--- config.mk ---
export PLATFORM = sky130hd
export DESIGN_NAME = vpu_request_frontend
export DESIGN_NICKNAME = d
export VERILOG_FILES = /design/src/rtl/vpu_pkg.sv /design/src/rtl/vpu_req_fifo.sv /design/src/rtl/vpu_request_frontend.sv
export SDC_FILE = /design/constraint.sdc
export NUM_CORES = 1
export LEC_CHECK = 0
export ABC_AREA = 1
export BUFFER_PORTS_ARGS = -buffer_cell sky130_fd_sc_hd__buf_4
export CORE_MARGIN = 3
export CORE_UTILIZATION = 55
export CTS_BUF_LIST = sky130_fd_sc_hd__clkbuf_8
export DETAILED_ROUTE_END_ITERATION = 12
export GPL_ROUTABILITY_DRIVEN = 1
export PLACE_DENSITY = 0.74
export SLEW_MARGIN = 30
export SYNTH_ARGS = -nofsm -noshare
export SYNTH_HDL_FRONTEND = slang
export SYNTH_HIERARCHICAL = 1
export SYNTH_SLANG_ARGS = --single-unit
--- constraint.sdc ---
create_clock -name clk -period 2.49 [get_ports clk]
set_input_delay 0 -clock clk [delete_from_list [all_inputs] [get_ports clk]]
set_output_delay 0 -clock clk [all_outputs]
set_load 0.02 [all_outputs]
--- src/rtl/vpu_pkg.sv ---
`default_nettype none
// vpu_pkg: instruction format, opcode set and opcode classification helpers
// shared by the request frontend, the execution controller and the ALU.
package vpu_pkg;

  localparam int STREAM_ID_WIDTH = 4;
  localparam int OPCODE_WIDTH    = 4;
  localparam int VREG_WIDTH      = 5;

  localparam logic [OPCODE_WIDTH-1:0] OP_ADD     = 4'd0;
  localparam logic [OPCODE_WIDTH-1:0] OP_SUB     = 4'd1;
  localparam logic [OPCODE_WIDTH-1:0] OP_MUL     = 4'd2;
  localparam logic [OPCODE_WIDTH-1:0] OP_RED_SUM = 4'd3;
  localparam logic [OPCODE_WIDTH-1:0] OP_RED_MAX = 4'd4;
  localparam logic [OPCODE_WIDTH-1:0] OP_RED_MIN = 4'd5;

  typedef struct packed {
    logic [OPCODE_WIDTH-1:0] opcode;
    logic [VREG_WIDTH-1:0]   vd;
    logic [VREG_WIDTH-1:0]   vs1;
    logic [VREG_WIDTH-1:0]   vs2;
  } vpu_h2d_req_instr_t;

  typedef enum logic [1:0] {
    S_IDLE  = 2'd0,
    S_OFFER = 2'd1,
    S_BUSY  = 2'd2
  } frontend_state_e;

  function automatic logic is_legal_op(input logic [OPCODE_WIDTH-1:0] op);
    case (op)
      OP_ADD, OP_SUB, OP_MUL, OP_RED_SUM, OP_RED_MAX, OP_RED_MIN: return 1'b1;
      default: return 1'b0;
    endcase
  endfunction

  function automatic logic is_sum_op(input logic [OPCODE_WIDTH-1:0] op);
    return (op == OP_ADD) || (op == OP_RED_SUM);
  endfunction

  function automatic logic is_reduction_op(input logic [OPCODE_WIDTH-1:0] op);
    return (op == OP_RED_SUM) || (op == OP_RED_MAX) || (op == OP_RED_MIN);
  endfunction

endpackage
`default_nettype wire

--- src/rtl/vpu_req_fifo.sv ---
`default_nettype none
// vpu_req_fifo: synchronous FIFO with extra-MSB pointers; no bypass path, so
// a freshly pushed entry is visible on dout one cycle after the push.
module vpu_req_fifo #(
  parameter int WIDTH = 8,
  parameter int DEPTH = 4
) (
  input  logic             clk,
  input  logic             rst_n,
  input  logic             push,
  input  logic             pop,
  input  logic [WIDTH-1:0] din,
  output logic [WIDTH-1:0] dout,
  output logic             full,
  output logic             empty
);

  localparam int AW = $clog2(DEPTH);

  logic [AW:0]      wr_ptr;
  logic [AW:0]      rd_ptr;
  logic [WIDTH-1:0] mem [DEPTH];
  logic             do_push;
  logic             do_pop;

  assign empty   = (wr_ptr == rd_ptr);
  assign full    = (wr_ptr[AW] != rd_ptr[AW]) && (wr_ptr[AW-1:0] == rd_ptr[AW-1:0]);
  assign do_push = push && !full;
  assign do_pop  = pop && !empty;
  assign dout    = mem[rd_ptr[AW-1:0]];

  always_ff @(posedge clk or negedge rst_n) begin
    if (!rst_n) begin
      wr_ptr <= '0;
      rd_ptr <= '0;
    end else begin
      if (do_push) wr_ptr <= wr_ptr + (AW+1)'(1);
      if (do_pop)  rd_ptr <= rd_ptr + (AW+1)'(1);
    end
  end

  // Storage needs no reset: empty/full come from the pointers alone.
  always_ff @(posedge clk) begin
    if (do_push) mem[wr_ptr[AW-1:0]] <= din;
  end

endmodule
`default_nettype wire

--- src/rtl/vpu_request_frontend.sv ---
`default_nettype none
// vpu_request_frontend: buffers host requests, drops illegal opcodes and offers
// one decoded instruction at a time to the execution controller.
module vpu_request_frontend
  import vpu_pkg::*;
#(
  parameter int FIFO_DEPTH    = 4,
  parameter int ERR_CNT_WIDTH = 16
) (
  input  logic                       clk,
  input  logic                       rst_n,
  input  logic                       req_valid_i,
  output logic                       req_ready_o,
  input  vpu_h2d_req_instr_t         req_instr_i,
  input  logic [STREAM_ID_WIDTH-1:0] req_stream_id_i,
  output logic                       ctrl_valid_o,
  input  logic                       ctrl_ready_i,
  output vpu_h2d_req_instr_t         instr_latch_o,
  output logic                       is_sum_o,
  output logic                       is_reduction_o,
  output logic [STREAM_ID_WIDTH-1:0] stream_id_o,
  input  logic                       resp_done_i,
  output logic                       err_illegal_o,
  output logic [ERR_CNT_WIDTH-1:0]   err_cnt_o
);

  localparam int ENTRY_W = $bits(vpu_h2d_req_instr_t) + STREAM_ID_WIDTH;

  frontend_state_e              state;
  frontend_state_e              state_next;
  logic                         fifo_full;
  logic                         fifo_empty;
  logic                         fifo_pop;
  logic [ENTRY_W-1:0]           fifo_din;
  logic [ENTRY_W-1:0]           fifo_dout;
  vpu_h2d_req_instr_t           head_instr;
  logic [STREAM_ID_WIDTH-1:0]   head_sid;
  logic                         load_latch;
  logic                         drop_illegal;

  assign fifo_din               = {req_instr_i, req_stream_id_i};
  assign {head_instr, head_sid} = fifo_dout;
  assign req_ready_o            = !fifo_full;
  assign ctrl_valid_o           = (state == S_OFFER);

  vpu_req_fifo #(
    .WIDTH (ENTRY_W),
    .DEPTH (FIFO_DEPTH)
  ) u_fifo (
    .clk   (clk),
    .rst_n (rst_n),
    .push  (req_valid_i),
    .pop   (fifo_pop),
    .din   (fifo_din),
    .dout  (fifo_dout),
    .full  (fifo_full),
    .empty (fifo_empty)
  );

  always_comb begin
    state_next   = state;
    fifo_pop     = 1'b0;
    load_latch   = 1'b0;
    drop_illegal = 1'b0;
    case (state)
      S_IDLE: begin
        if (!fifo_empty) begin
          fifo_pop = 1'b1;
          if (is_legal_op(head_instr.opcode)) begin
            load_latch = 1'b1;
            state_next = S_OFFER;
          end else begin
            drop_illegal = 1'b1;
          end
        end
      end
      S_OFFER: if (ctrl_ready_i) state_next = S_BUSY;
      S_BUSY:  if (resp_done_i)  state_next = S_IDLE;
      default: state_next = S_IDLE;
    endcase
  end

  always_ff @(posedge clk or negedge rst_n) begin
    if (!rst_n) begin
      state <= S_IDLE;
    end else begin
      state <= state_next;
    end
  end

  // Dropped illegal entries never touch the latch, so it keeps the last
  // dispatched instruction while idle.
  always_ff @(posedge clk or negedge rst_n) begin
    if (!rst_n) begin
      instr_latch_o  <= '0;
      stream_id_o    <= '0;
      is_sum_o       <= 1'b0;
      is_reduction_o <= 1'b0;
    end else if (load_latch) begin
      instr_latch_o  <= head_instr;
      stream_id_o    <= head_sid;
      is_sum_o       <= is_sum_op(head_instr.opcode);
      is_reduction_o <= is_reduction_op(head_instr.opcode);
    end
  end

  always_ff @(posedge clk or negedge rst_n) begin
    if (!rst_n) begin
      err_illegal_o <= 1'b0;
      err_cnt_o     <= '0;
    end else begin
      err_illegal_o <= drop_illegal;
      if (drop_illegal && (err_cnt_o != '1)) begin
        err_cnt_o <= err_cnt_o + ERR_CNT_WIDTH'(1);
      end
    end
  end

endmodule
`default_nettype wire
==> results, run 1 <==
- The number of enable flip-flop cells after synthesis is just over 90.
- Leaving out fill and tap cells, the most frequent cell in the layout is sky130_fd_sc_hd__nand2_1.
- Counting flops with an async set or reset pin after synthesis yields a share of 0.352.
- The area growth from synthesis to layout is 22.3%.
- The number of antenna violations at the first check in global routing is 0.
- The prevailing post-synth register cell is sky130_fd_sc_hd__edfxtp_1.
- On the critical path the largest part of the delay comes from simple AND/OR/NAND/NOR gates.
- Once layout is complete, the cells apart from fillers number between 800 and 900.
- For this block, wires on met1 add up to 5510 microns.
- The post-route worst setup slack is 308 ps.
- The final worst-path cycle share is 0.876.
- After technology mapping, the gate count stands at ~550.
- Counting flops and latches in the post-synthesis netlist gives 142.
- For the worst setup path, the data required time is around 2800 ps.
- In the final layout, the share of cells above drive strength 1 is 0.214.
- The clock arrives with 9.40 ps of skew.
- The critical path startpoint category is a flop.
- The path class of the lowest-slack min-delay path is in2async.
- The synthesized netlist occupies a cell area of slightly above 6000 sq um.
- The simple-gate share of the synthesized area is 0.193.
- Of the total synthesized cell area, the portion taken by XOR and XNOR cells is 0.0176.
- The number of antenna cells inserted is 0.
- The number of max-slew violations in the final report is 0.
- OpenSTA, run right after detailed placement, puts the worst setup slack at about 240 ps.
- The synthesized design spends more area on one cell type than any other, namely sky130_fd_sc_hd__edfxtp_1.
- The worst path arrival time is 2510 ps.
- At the end of the flow the core is filled with cells to 0.703.
- The worst path buffer plus inverter count is 1.
- The placed cell area is between 6000 and 7000 sq um.
- Setup violations remaining at the end of the flow were counted as 0.
- The wire length of the first global-routing pass is roughly 21000 microns.
- The clock power share is 0.205.
- The number of ports placed on the die boundary is between 70 and 80.
- After clock tree synthesis, the clock-pin slew on the worst setup and hold paths is 80 ps.
- The floorplan has 37 rows.
- The category of the most critical setup path is reg2reg.
- The completed layout was analyzed and its total power is roughly 9 mW.
- The largest family of logic cells by synthesized area is simple AND/OR/NAND/NOR gates.
- The first-pass iteration count of the detailed router is 4.
- Hold timing on the final database bottoms out at a slack of roughly 140 ps.
- The final layout contains just under 700 nets.
- The run finished with clean final reports.
- The number of buffers inserted by port buffering is 71.
- The max-capacitance violation count is 0.
- Adding up every negative setup slack in the final design gives 0 ps.
- Summed over all nets, the switching power comes to around 3.6 mW.
- The height of the chip is 111 microns.
- The synthesized area divided by synthesized cell count is roughly 11 sq um.
- By area the synthesized netlist is led by sky130_fd_sc_hd__edfxtp_1 46%, sky130_fd_sc_hd__dfrtp_1 21%, sky130_fd_sc_hd__nand2_1 9.3%.
- The delay of the slowest critical-path stage is 410 ps.
- After synthesis, the netlist uses 30 different library cells.
- The internal portion of the total power is about 5.4 mW.
- The signal on the critical path passes through buf_4, o21ai_0, o22ai_1, a21oi_2, nor3_4, nand2_2, nand3_1, nand2_1.
- In this run, placement finished with an instance count of ~750.
- The endpoint identified for the worst register-to-register timing path is err_cnt_o[3].
- In the detailed route, the total length drawn on met3 is approximately 630 microns.
- Derived from the worst setup path, the maximum achievable clock frequency is ~0.46 GHz.
- The detail-routed via count per cell is between 5 and 6.
- The area of the die is 12300 sq um.
- For this block, the initial DRC count from the detailed router was about 270.
- The H-tree was split into 4 levels.
- The share of power burned in combinational logic is 0.408.
- In this run the remaining antenna-violating nets after routing total 0.
- The final estimated routing congestion in global placement is ~0.82.
- The global-route total usage across every layer is 0.219.
- The count of endpoints failing hold in the final timing report was 0.
- The share of synthesized area in the top cell type comes to 0.457.
- The critical register-to-register path startpoint is u_fifo/rd_ptr[0].
- Measured against the total synthesized area, the mux share comes to 0.
- The number of buffers inserted to repair setup after CTS is 0.
- The clock reaches the later pin of the worst-skew pair after ~440 ps.
- The uppermost metal layer occupied by signal nets is met4.
- The number of cell instances on the worst register-to-register path is 8.
- The switching power as a share of total power is 0.400.
- Summed over all cells, the static leakage comes to approximately 3.1 nW.
- The wire-length estimate of the detail-placed layout is between 7000 and 8000 microns.
- Fill cells in the final layout number 737.
- The area fraction in compound gates after synthesis is 0.0708.
- In this run the clock root is driven by a sky130_fd_sc_hd__clkbuf_8.
- The largest individual stage delay along the critical path comes from the cell sky130_fd_sc_hd__dfrtp_1.
- The worst-case register-to-register setup slack is between 300 and 400 ps.
- The Yosys warning count is 6.
- The finished layout cell area is 7390 sq um.
- The top cell types in the final layout, fill and taps aside, are 149 x sky130_fd_sc_hd__nand2_1, 92 x sky130_fd_sc_hd__edfxtp_1, 85 x sky130_fd_sc_hd__buf_4, 70 x sky130_fd_sc_hd__nor2_1, 50 x sky130_fd_sc_hd__dfrtp_1.
- The clock buffer count from CTS is 17.
- The width of the die is between 100 and 150 microns.
- The starting density of the core is 0.575.
- Setup repair after global routing left no endpoint under its margin.
- TritonCTS built the clock tree.
- The worst max-slew margin expressed relative to the limit is 0.547.
- The number of global-route vias before repair came to approximately 4300.
- Of the synthesized area, sequential elements account for 0.664.
- The final layout contains routed wiring with a total length of around 13000 microns.
- Entering global routing, the biggest net connects 51 pins.
- The capturing element type of the critical path is a flop.
- Of the total synthesized cell area, the portion taken by full adders, half adders and majority gates is 0.0124.
- The average routed wire per standard cell is 15.5 microns.
- Power spread over the standard cell area amounts to 1210 nW/um^2.
- The peak supply drop is between 0.0007 and 0.0008 V.
- In this run the worst path has a maximum fanout of 17.
- The net count after synthesis is roughly 600.
- After detailed routing, the met2 layer carries 6200 microns of wire.
- Counting every sink on the clock net gives between 100 and 150.
- The DRC violation count after routing is 0.
- The largest buffer count on any clock path is 2.
- The total overflow reported by the global router is 0.
- The relative contribution of sequential cells to total power is 0.386.
- The shortest period the worst path allows is roughly 2200 ps.
- The core area is 10500 sq um.
- The via count of the routed design is around 4300.
- At the pin with the least slew margin, the transition time is 680 ps.
## cell usage after synthesis (2+ instances only)
library cell	n
sky130_fd_sc_hd__dfrtp_1	50
sky130_fd_sc_hd__o22ai_1	23
sky130_fd_sc_hd__nand4_1	5
sky130_fd_sc_hd__buf_2	8
sky130_fd_sc_hd__clkbuf_1	6
sky130_fd_sc_hd__xor2_1	5
sky130_fd_sc_hd__ha_1	6
sky130_fd_sc_hd__o21ai_0	47
sky130_fd_sc_hd__nand2_1	149
sky130_fd_sc_hd__inv_1	24
sky130_fd_sc_hd__inv_2	3
sky130_fd_sc_hd__nand3_2	13
sky130_fd_sc_hd__buf_6	6
sky130_fd_sc_hd__xnor2_1	4
sky130_fd_sc_hd__edfxtp_1	92
sky130_fd_sc_hd__o31ai_1	2
sky130_fd_sc_hd__o21ai_1	4
sky130_fd_sc_hd__nand3_1	18
sky130_fd_sc_hd__nor2_1	73
sky130_fd_sc_hd__nand2_2	3
sky130_fd_sc_hd__buf_4	2
## power groups by stage
| stage | clock network, mW | logic [mW] | registers [mW] |
|---|---|---|---|
| floorplan | 0 | 2.33 | 3.69 |
| global placement | 0 | 3.51 | 3.47 |
| detailed placement | 0 | 3.61 | 3.49 |
| CTS | 1.88 | 3.66 | 3.45 |
| global route | 1.98 | 4.08 | 3.51 |
| finish | 1.83 | 3.64 | 3.45 |
## state kept, by name, indices dropped and copies added, names as in the netlist
name / flops
u_fifo/wr_ptr: 3
err_illegal_o: 1
instr_latch_o: 19
is_reduction_o: 1
err_cnt_o: 16
is_sum_o: 1
u_fifo/mem: 92
state: 2
u_fifo/rd_ptr: 3
stream_id_o: 4
## worst register-to-register path, delay by kind of cell, from the launching register on
| family | cells | cell delay [ps] |
|---|---|---|
| compound gates | 3 | 640 |
| simple gates | 4 | 780 |
| flops | 1 | 410 |
| buf+inv | 1 | 230 |
## logic make-up after synthesis
family,Yosys count
AOI/OAI and AO/OA,78
xor gates and xnor gates,10
adders and majority gates,6
buffers and inverters,50
DFF,142
and+or+nand+nor,266
## worst max path at each step
| stage | start | to | cells past startpoint |
|---|---|---|---|
| floorplan | u_fifo/rd_ptr[1] | u_fifo/mem[2][0] | 5 |
| global placement | u_fifo/rd_ptr[0] | err_cnt_o[2] | 9 |
| detailed placement | u_fifo/rd_ptr[0] | err_cnt_o[11] | 9 |
| CTS | u_fifo/rd_ptr[0] | err_cnt_o[11] | 9 |
| global route | u_fifo/rd_ptr[0] | err_cnt_o[0] | 8 |
| finish | u_fifo/rd_ptr[0] | err_cnt_o[3] | 8 |
## layout make-up
type                    instances  area, sq um  share of cell area
flip-flops and latches        142         4010               0.543
multi-input cells             360         1790               0.242
repair buffers                112          908               0.123
clock buffers                  17          234              0.0317
well taps                     136          170              0.0230
clock inverters                15          168              0.0227
inverters                      28          110              0.0149
## what timing repair did
item	CTS	global route
hold endpoints to repair	147	0
gates resized for setup	0	1
setup endpoints to repair	0	15
hold buffers	27	0
## routing by layer
layer / vias to the layer above / track usage
li1: 2097 / -
met1: 2044 / 0.286
met2: 118 / 0.354
met3: 17 / 0.0535
met4: 0 / 0.0878
met5: - / 0
(Power assumes the default switching activity.)
==> inputs of run 2 (changes only) <==
- CORE_UTILIZATION: 55 -> 34
- GPL_ROUTABILITY_DRIVEN: 1 -> 0
- PLACE_DENSITY: 0.74 -> 0.49
==> run 2 against run 1 <==
Compared with the run above:
- flip-flop and latch count stayed put
- register-to-register slack better by 50 ps
- final area rose by 1.6%
- fmax is 2.3% higher
- routed wire length up 10%
- non-clock buffer count increased by 1
- die area up 58%
- first-iteration DRC count increased by 11%
- clock skew increased by 1.3 ps
- sequential share of layout area decreased by 0.84 points
- via count decreased by 0.75%
- core utilization fell by 27 points
- critical endpoint unchanged
==> results, run 2 (synthesis gave the netlist of run 1 again) <==
- The tree is rooted in a sky130_fd_sc_hd__clkbuf_8.
- The count of endpoints failing hold in the final timing report is 0 (unchanged).
- The core area came to 17400 sq um (+65%).
- The number of antenna cells inserted is 0 (unchanged).
- The count of cells resized by post-cts repair is 0 (unchanged).
- The clock buffer count from CTS came to 17 (unchanged).
- The maximum fanout encountered on the critical timing path is 21 (+4).
- The uppermost metal layer occupied by signal nets is met4.
- The average routed wire per standard cell is 15.3 microns (-0.77%).
- The wire length on met2 is 6500 microns (+4.9%).
- The number of rows created at floorplan is 48 (+30%).
- The commonest non-fill, non-tap cell in the layout is sky130_fd_sc_hd__nand2_1.
- The number of global-route vias before repair is 4241 (-1.9%).
- The total length of routed met3 wires is 818 microns (+31%).
- The wire length of the first global-routing pass is 22500 microns (+5.7%).
- The worst-case register-to-register setup slack is 360 ps (+50 ps).
- The final worst-path cycle share is 0.856 (-0.0201).
- The count of nets after finishing is 696 (+0.14%).
- The count of routing violations after the opening detailed-route iteration is 300 (+11%).
- The number of ports placed on the die boundary is 72 (unchanged).
- The wire length on met1 was 6320 microns (+15%).
- The worst path arrival time is 2460 ps (-50 ps).
- The area of the die is 19400 sq um (+58%).
- The final setup TNS is 0 ps (unchanged).
- The total overflow reported by the global router is 0 (unchanged).
- The largest buffer count on any clock path is 2 (unchanged).
- The DRC violation count after routing is 0 (unchanged).
- In this run the critical register-to-register path is launched from u_fifo/rd_ptr[0].
- The clock transition at the register clock pins on the worst setup and hold paths after CTS came to 80 ps (about the same).
- The number of buffers inserted by port buffering is 71 (unchanged).
- The starting density of the core is 0.348 (-0.227).
- The worst-margin pin slew is 711 ps (+31.1 ps).
- The count of clock tree sinks is 142 (unchanged).
- The worst max-slew margin expressed relative to the limit came to 0.526 (-0.0207).
- The number of max-slew violations in the final report is 0 (unchanged).
- The half-perimeter wire length after placement is 8800 microns (+12%).
- The worst setup skew after layout was 10.7 ps (+1.34 ps).
- The worst register-to-register path ends at err_cnt_o[3].
- The post-route worst setup slack is 358 ps (+50.0 ps).
- The detail-routed via count per cell is 4.72 (-11%).
- The critical path data required time is 2820 ps (about the same).
- The fraction of layout instances using a drive strength above 1 is 0.215 (+0.00116).
- The via count of the routed design is 4244 (-0.75%).
- The count of H-tree levels built during CTS is 4 (unchanged).
- The pre-CTS setup slack came to 350 ps (+115 ps).
- The capturing element type of the critical path is a flop.
- TritonCTS built the clock tree.
- The global-route total usage across every layer is 0.149 (-0.0699).
- The max-capacitance violation count is 0 (unchanged).
- The peak supply drop is 0.000592 V (-22%).
- The clock latency at the later pin of the worst-skew pair is 440 ps (about the same).
- The layout-stage area growth over the synthesis result is 24.2%.
- The highest achievable clock rate is 0.469 GHz (+2.3%).
- The pin count of the biggest net entering global routing was 51 (unchanged).
- The final-layout fill cell count came to 1649 (+120%).
- The number of cell instances on the worst register-to-register path is 8 (unchanged).
- The final antenna-violating net count is 0 (unchanged).
- The number of antenna violations at the first check in global routing is 0 (unchanged).
- In the layout the commonest cells are 149 x sky130_fd_sc_hd__nand2_1, 92 x sky130_fd_sc_hd__edfxtp_1, 86 x sky130_fd_sc_hd__buf_4, 70 x sky130_fd_sc_hd__nor2_1, 50 x sky130_fd_sc_hd__dfrtp_1.
- The min-delay analysis places its worst path in the category in2async.
- The critical path startpoint category is a flop.
- The number of flip-flops in the largest register is 92 (unchanged).
- The critical path is of the reg2reg type.
- The first-pass iteration count of the detailed router was 4 (unchanged).
- The final count of negative-setup-slack endpoints came to 0 (unchanged).
- The wire length reported by the detailed router is 13800 microns (+10%).
- The shortest period the worst path allows is 2130 ps (-50.0 ps).
- The leakage dissipation came to 3.15 nW (+0.25%).
- The width of the die was 139 microns (+26%).
- Setup repair after global routing left no endpoint under its margin.
- The height of the chip is 139 microns (+26%).
- The power per unit of standard cell area is 1200 nW/um^2 (-0.45%).
- The run finished with clean final reports.
run 2: changes by cell type in the layout (fill, tap and decap cells not counted), sizes merged:
cell      delta
clkinv       -3
buf          +1
inv          +2
clkinvlp     +1
run 2: power breakdown:
group	total [mW]	leakage (nW)	switching (mW)	internal (mW)
sequential	3.46	1.49	0.302	3.16
combinational	3.67	1.45	2.45	1.22
clock	1.89	0.211	0.905	0.988
run 2: repair_timing:
item	in CTS	in global routing
hold buffers	27	0
setup endpoints to repair	0	0
endpoints found under the hold margin	147	0
setup buffers	0	0
run 2: area by class of cell:
| cell class | instances | area, sq um | area share |
|---|---|---|---|
| Timing Repair Buffer | 113 | 916 | 0.122 |
| Multi-Input combinational cell | 360 | 1780 | 0.237 |
| Clock inverter | 15 | 170 | 0.0227 |
| Sequential cell | 142 | 4010 | 0.535 |
| Inverter | 28 | 110 | 0.0147 |
| Clock buffer | 17 | 234 | 0.0312 |
| Tap cell | 225 | 282 | 0.0375 |
run 2: critical path: stages (launching register included):
cell                      delay, ps
sky130_fd_sc_hd__dfrtp_1        420
sky130_fd_sc_hd__buf_4          280
sky130_fd_sc_hd__o21ai_0        130
sky130_fd_sc_hd__o22ai_1        270
sky130_fd_sc_hd__a21oi_2        140
sky130_fd_sc_hd__nor3_4         220
sky130_fd_sc_hd__nand2_2        310
sky130_fd_sc_hd__nand3_1        190
sky130_fd_sc_hd__nand2_1         70
run 2: how the worst max path moves through the flow:
| stage | from | slack (ps) | cells after the start | endpoint |
|---|---|---|---|---|
| floorplan | u_fifo/rd_ptr[1] | 280 | 5 | u_fifo/mem[2][0] |
| global placement | u_fifo/rd_ptr[0] | 360 | 8 | err_cnt_o[1] |
| detailed placement | u_fifo/rd_ptr[0] | 350 | 8 | err_cnt_o[3] |
| CTS | u_fifo/rd_ptr[0] | 320 | 8 | err_cnt_o[3] |
| global route | u_fifo/rd_ptr[1] | 100 | 8 | instr_latch_o[2] |
| finish | u_fifo/rd_ptr[0] | 360 | 8 | err_cnt_o[3] |
run 2: layer usage:
layer,global-route usage,up-vias
li1,-,2095
met1,0.197,2039
met2,0.238,99
met3,0.0416,11
met4,0.0479,0
met5,0,-
run 2: stage by stage:
stage | total power, mW | cells | hold slack, ps | utilization | cell area [sq um]
6_report | 9.02 | 900 | 160 | 0.433 | 7510
5_1_grt | 9.74 | 900 | 194 | 0.433 | 7510
4_1_cts | 9.18 | 900 | 164 | 0.433 | 7510
3_5_place_dp | 7.23 | 841 | 115 | 0.394 | 6830
3_3_place_gp | 7.18 | 841 | 102 | 0.394 | 6830
2_1_floorplan | 6.02 | 552 | -296 | - | 6040
==> inputs of run 3 (changes only) <==
- ABC_AREA: 1 -> unset
- HOLD_SLACK_MARGIN: unset -> 0.03
- PLACE_DENSITY: 0.49 -> 0.5
==> run 3 against run 2 <==
Compared with the run above:
- clock power down 11%
- sequential share of layout area up 1.8 points
- non-clock buffer count up 3
- register-to-register slack worse by 160 ps
- power down 3.0%
- first-iteration DRC count down 55%
- critical path depth down 2
- combinational power down 4%
- critical path type unchanged
- largest cell class unchanged
==> results, run 3 <==
- The count of routing violations after the opening detailed-route iteration is 134 (-55%).
- The count of H-tree levels built during CTS is 4 (unchanged).
- The height of the chip is 136 microns (-2.7%).
- The Yosys warning count was 6 (unchanged).
- The half-perimeter wire length after placement is 7520 microns (-15%).
- The peak supply drop is 0.000464 V (-22%).
- The power per unit of standard cell area was 1200 nW/um^2 (+0.24%).
- The number of rows created at floorplan is 46 (-4.2%).
- The run finished with clean final reports.
- The max-capacitance violation count was 0 (unchanged).
- The synthesized design spends more area on one cell type than any other, namely sky130_fd_sc_hd__edfxtp_1.
- The synthesized area divided by synthesized cell count is 18.4 sq um (+68%).
- The layout-stage area growth over the synthesis result is 27.3%.
- The average routed wire per standard cell is 17.4 microns (+14%).
- The final antenna-violating net count is 0 (unchanged).
- The met2 routing resource usage after global routing came to 0.213 (-0.0252).
- STA classifies the critical path startpoint as a flop.
- The fraction of layout instances using a drive strength above 1 came to 0.407 (+0.192).
- The path class of the lowest-slack min-delay path is in2async.
- The final standard cell utilization of the core is 0.449 (+0.0166).
- The pin count of the biggest net entering global routing is 51 (unchanged).
- The starting density of the core was 0.353 (+0.00460).
- The net count after synthesis is 344 (-41%).
- The width of the die was 136 microns (-2.7%).
- The final hold slack is 151 ps (-8.82 ps).
- The category of the most critical setup path is reg2reg.
- The internal power consumption is 5.71 mW (+6.5%).
- The final worst-path cycle share is 0.919 (+0.0625).
- The number of standard cells in the final layout excluding fillers is 666 (-26%).
- The shortest period the worst path allows is 2290 ps (+156 ps).
- The placed cell area is 6630 sq um (-3.0%).
- The clock buffer count from CTS is 17 (unchanged).
- The wire length reported by the detailed router is 11600 microns (-16%).
- The post-route worst setup slack is 202 ps (-156 ps).
- The final setup TNS came to 0 ps (unchanged).
- The number of max-slew violations in the final report came to 0 (unchanged).
- The clock power share came to 0.194 (-0.016).
- By area the synthesized netlist is led by sky130_fd_sc_hd__edfxtp_1 48%, sky130_fd_sc_hd__dfrtp_1 22%, sky130_fd_sc_hd__mux4_2 9.1%.
- The worst setup skew after layout was 17.0 ps (+6.30 ps).
- The DRC violation count after routing is 0 (unchanged).
- The clock transition at the register clock pins on the worst setup and hold paths after CTS is 80 ps (about the same).
- The relative contribution of sequential cells to total power is 0.403 (+0.020).
- The via count of the routed design was 3171 (-25%).
- The clock latency at the later pin of the worst-skew pair was 440 ps (about the same).
- The worst max-slew margin expressed relative to the limit is 0.532 (+0.00550).
- STA classifies the critical path endpoint as a flop.
- The finished layout cell area is 7260 sq um (-3.2%).
- The worst-margin pin slew is 703 ps (-8.24 ps).
- The area of the mapped netlist is 5710 sq um (-5.6%).
- The commonest non-fill, non-tap cell in the layout is sky130_fd_sc_hd__edfxtp_1.
- The count of unique library cells instantiated by Yosys came to 46 (+53%).
- The area share of the leading cell type in the synthesized netlist is 0.484 (+0.0271).
- The final-layout fill cell count is 1468 (-11%).
- The count of endpoints failing hold in the final timing report is 0 (unchanged).
- The number of antenna cells inserted is 0 (unchanged).
- The count of cells resized by post-cts repair is 0 (unchanged).
- The sequential element share of the synthesized area is 0.703 (+0.0393).
- The commonest cells after synthesis are 92 x sky130_fd_sc_hd__edfxtp_1, 50 x sky130_fd_sc_hd__dfrtp_1, 23 x sky130_fd_sc_hd__mux2_2, 23 x sky130_fd_sc_hd__mux4_2, 13 x sky130_fd_sc_hd__xnor2_1.
- The number of antenna violations at the first check in global routing is 0 (unchanged).
- The maximum fanout encountered on the critical timing path is 8 (-62%).
- The pre-CTS setup slack is 175 ps (-174 ps).
- The worst path arrival time is 2610 ps (+150 ps).
- The share of power burned in combinational logic is 0.404 (-0.003).
- The wire length of the first global-routing pass came to 18800 microns (-16%).
- The area of the die is 18400 sq um (-5.4%).
- Setup repair after global routing left no endpoint under its margin.
- The number of flip-flops in the largest register came to 92 (unchanged).
- The global-route met3 utilization was 0.0449 (+0.00337).
- The post-layout total power is 8.75 mW (-3.0%).
- The count of clock tree sinks came to 142 (unchanged).
- The global-route total usage across every layer came to 0.137 (-0.0114).
- The library cells used most frequently in the layout, excluding fill and tap cells, are 92 x sky130_fd_sc_hd__edfxtp_1, 87 x sky130_fd_sc_hd__buf_4, 49 x sky130_fd_sc_hd__dfrtp_1, 27 x sky130_fd_sc_hd__dlygate4sd3_1.
- The count of nets after finishing is 471 (-32%).
- The TritonCTS clock tree is done.
- The total overflow reported by the global router is 0 (unchanged).
- The fraction of synthesis flops using an asynchronous set or reset pin was 0.352 (unchanged).
- The count of mapped cells out of synthesis came to 310 (-44%).
- The prevailing post-synth register cell is sky130_fd_sc_hd__edfxtp_1.
- The number of global-route vias before repair is 3335 (-21%).
- The number of cells in the design after placement is 607 (-28%).
- The critical path data required time was 2810 ps (about the same).
- The net switching power figure is 3.04 mW (-17%).
- The met1 usage was 0.181 (-0.0157).
- The number of flip-flops and latches in the synthesized netlist is 142 (unchanged).
- The core area came to 16200 sq um (-6.8%).
- The detail-routed via count per cell is 4.76 (+0.97%).
- The final count of negative-setup-slack endpoints is 0 (unchanged).
- The most frequently used cell type in the post-synthesis netlist is sky130_fd_sc_hd__edfxtp_1.
- The number of ports placed on the die boundary is 72 (unchanged).
- The number of buffers inserted by port buffering is 71 (unchanged).
- The tree is rooted in a sky130_fd_sc_hd__clkbuf_8.
- The largest buffer count on any clock path is 2 (unchanged).
- The number of enable flip-flop cells after synthesis is 92 (unchanged).
- The highest achievable clock rate was 0.437 GHz (-6.8%).
- The leakage dissipation is 2.77 nW (-12%).
- The switching power as a share of total power came to 0.347 (-0.0581).
- The first-pass iteration count of the detailed router was 4 (unchanged).
- The layer carrying the most global-route usage is met2.
-- run 3: worst paths after layout --
| kind | start | to | slack, ps | cells past startpoint |
|---|---|---|---|---|
| setup reg to reg | u_fifo/rd_ptr[0] | err_cnt_o[15] | 200 | 6 |
| setup / recovery | u_fifo/rd_ptr[0] | err_cnt_o[15] | 200 | 6 |
| max in group asynchronous | rst_n | u_fifo/rd_ptr[0] | 1830 | 2 |
| hold / removal | rst_n | u_fifo/wr_ptr[2] | 150 | 2 |
| min in group clk | req_instr_i[9] | u_fifo/mem[0][13] | 300 | 2 |
| hold reg to reg | instr_latch_o[12] | instr_latch_o[12] | 500 | 1 |
-- run 3: cell type report --
class	instances	area (sq um)	share of cell area
Clock inverter	14	120	0.0165
Tap cell	216	270	0.0372
Sequential cell	142	4020	0.553
Clock buffer	18	248	0.0341
Inverter	7	26.3	0.00362
Multi-Input combinational cell	153	1620	0.223
Timing Repair Buffer	116	963	0.133
-- run 3: layer usage --
layer / wire [microns] / up-vias
met1: 5330 / 1627
li1: - / 1464
met2: 5550 / 72
met4: 128 / 0
met3: 596 / 8
met5: 0 / -
-- run 3: power by group through the flow --
stage                     Combinational (mW)  Sequential (mW)  Clock (mW)
after floorplan                         2.04             3.82           0
after global placement                  3.54             3.57           0
after detailed placement                3.58             3.58           0
after CTS                               3.62             3.54        1.77
after global routing                    3.88             3.60        1.87
final                                   3.53             3.52        1.69
-- run 3: timing repair --
item                      4_1_cts  5_1_grt
hold endpoints to repair      147        0
hold buffers                   27        0
setup buffers                   0        0
-- run 3: critical path: stages (launching register included) --
cell and delay, ps:
sky130_fd_sc_hd__dfrtp_2 500, sky130_fd_sc_hd__xor2_2 190, sky130_fd_sc_hd__nor3_1 70, sky130_fd_sc_hd__or3_4 370, sky130_fd_sc_hd__or3_4 420, sky130_fd_sc_hd__nor4_2 270, sky130_fd_sc_hd__mux2_1 350
-- run 3: cells by family after synthesis --
family,synth area share
and+or+nand+nor,0.0546
xor gates and xnor gates,0.0375
muxes,0.142
AOI/OAI and AO/OA,0.0362
DFF,0.703
adders and majority gates,0.0132
buffers and inverters,0.0132
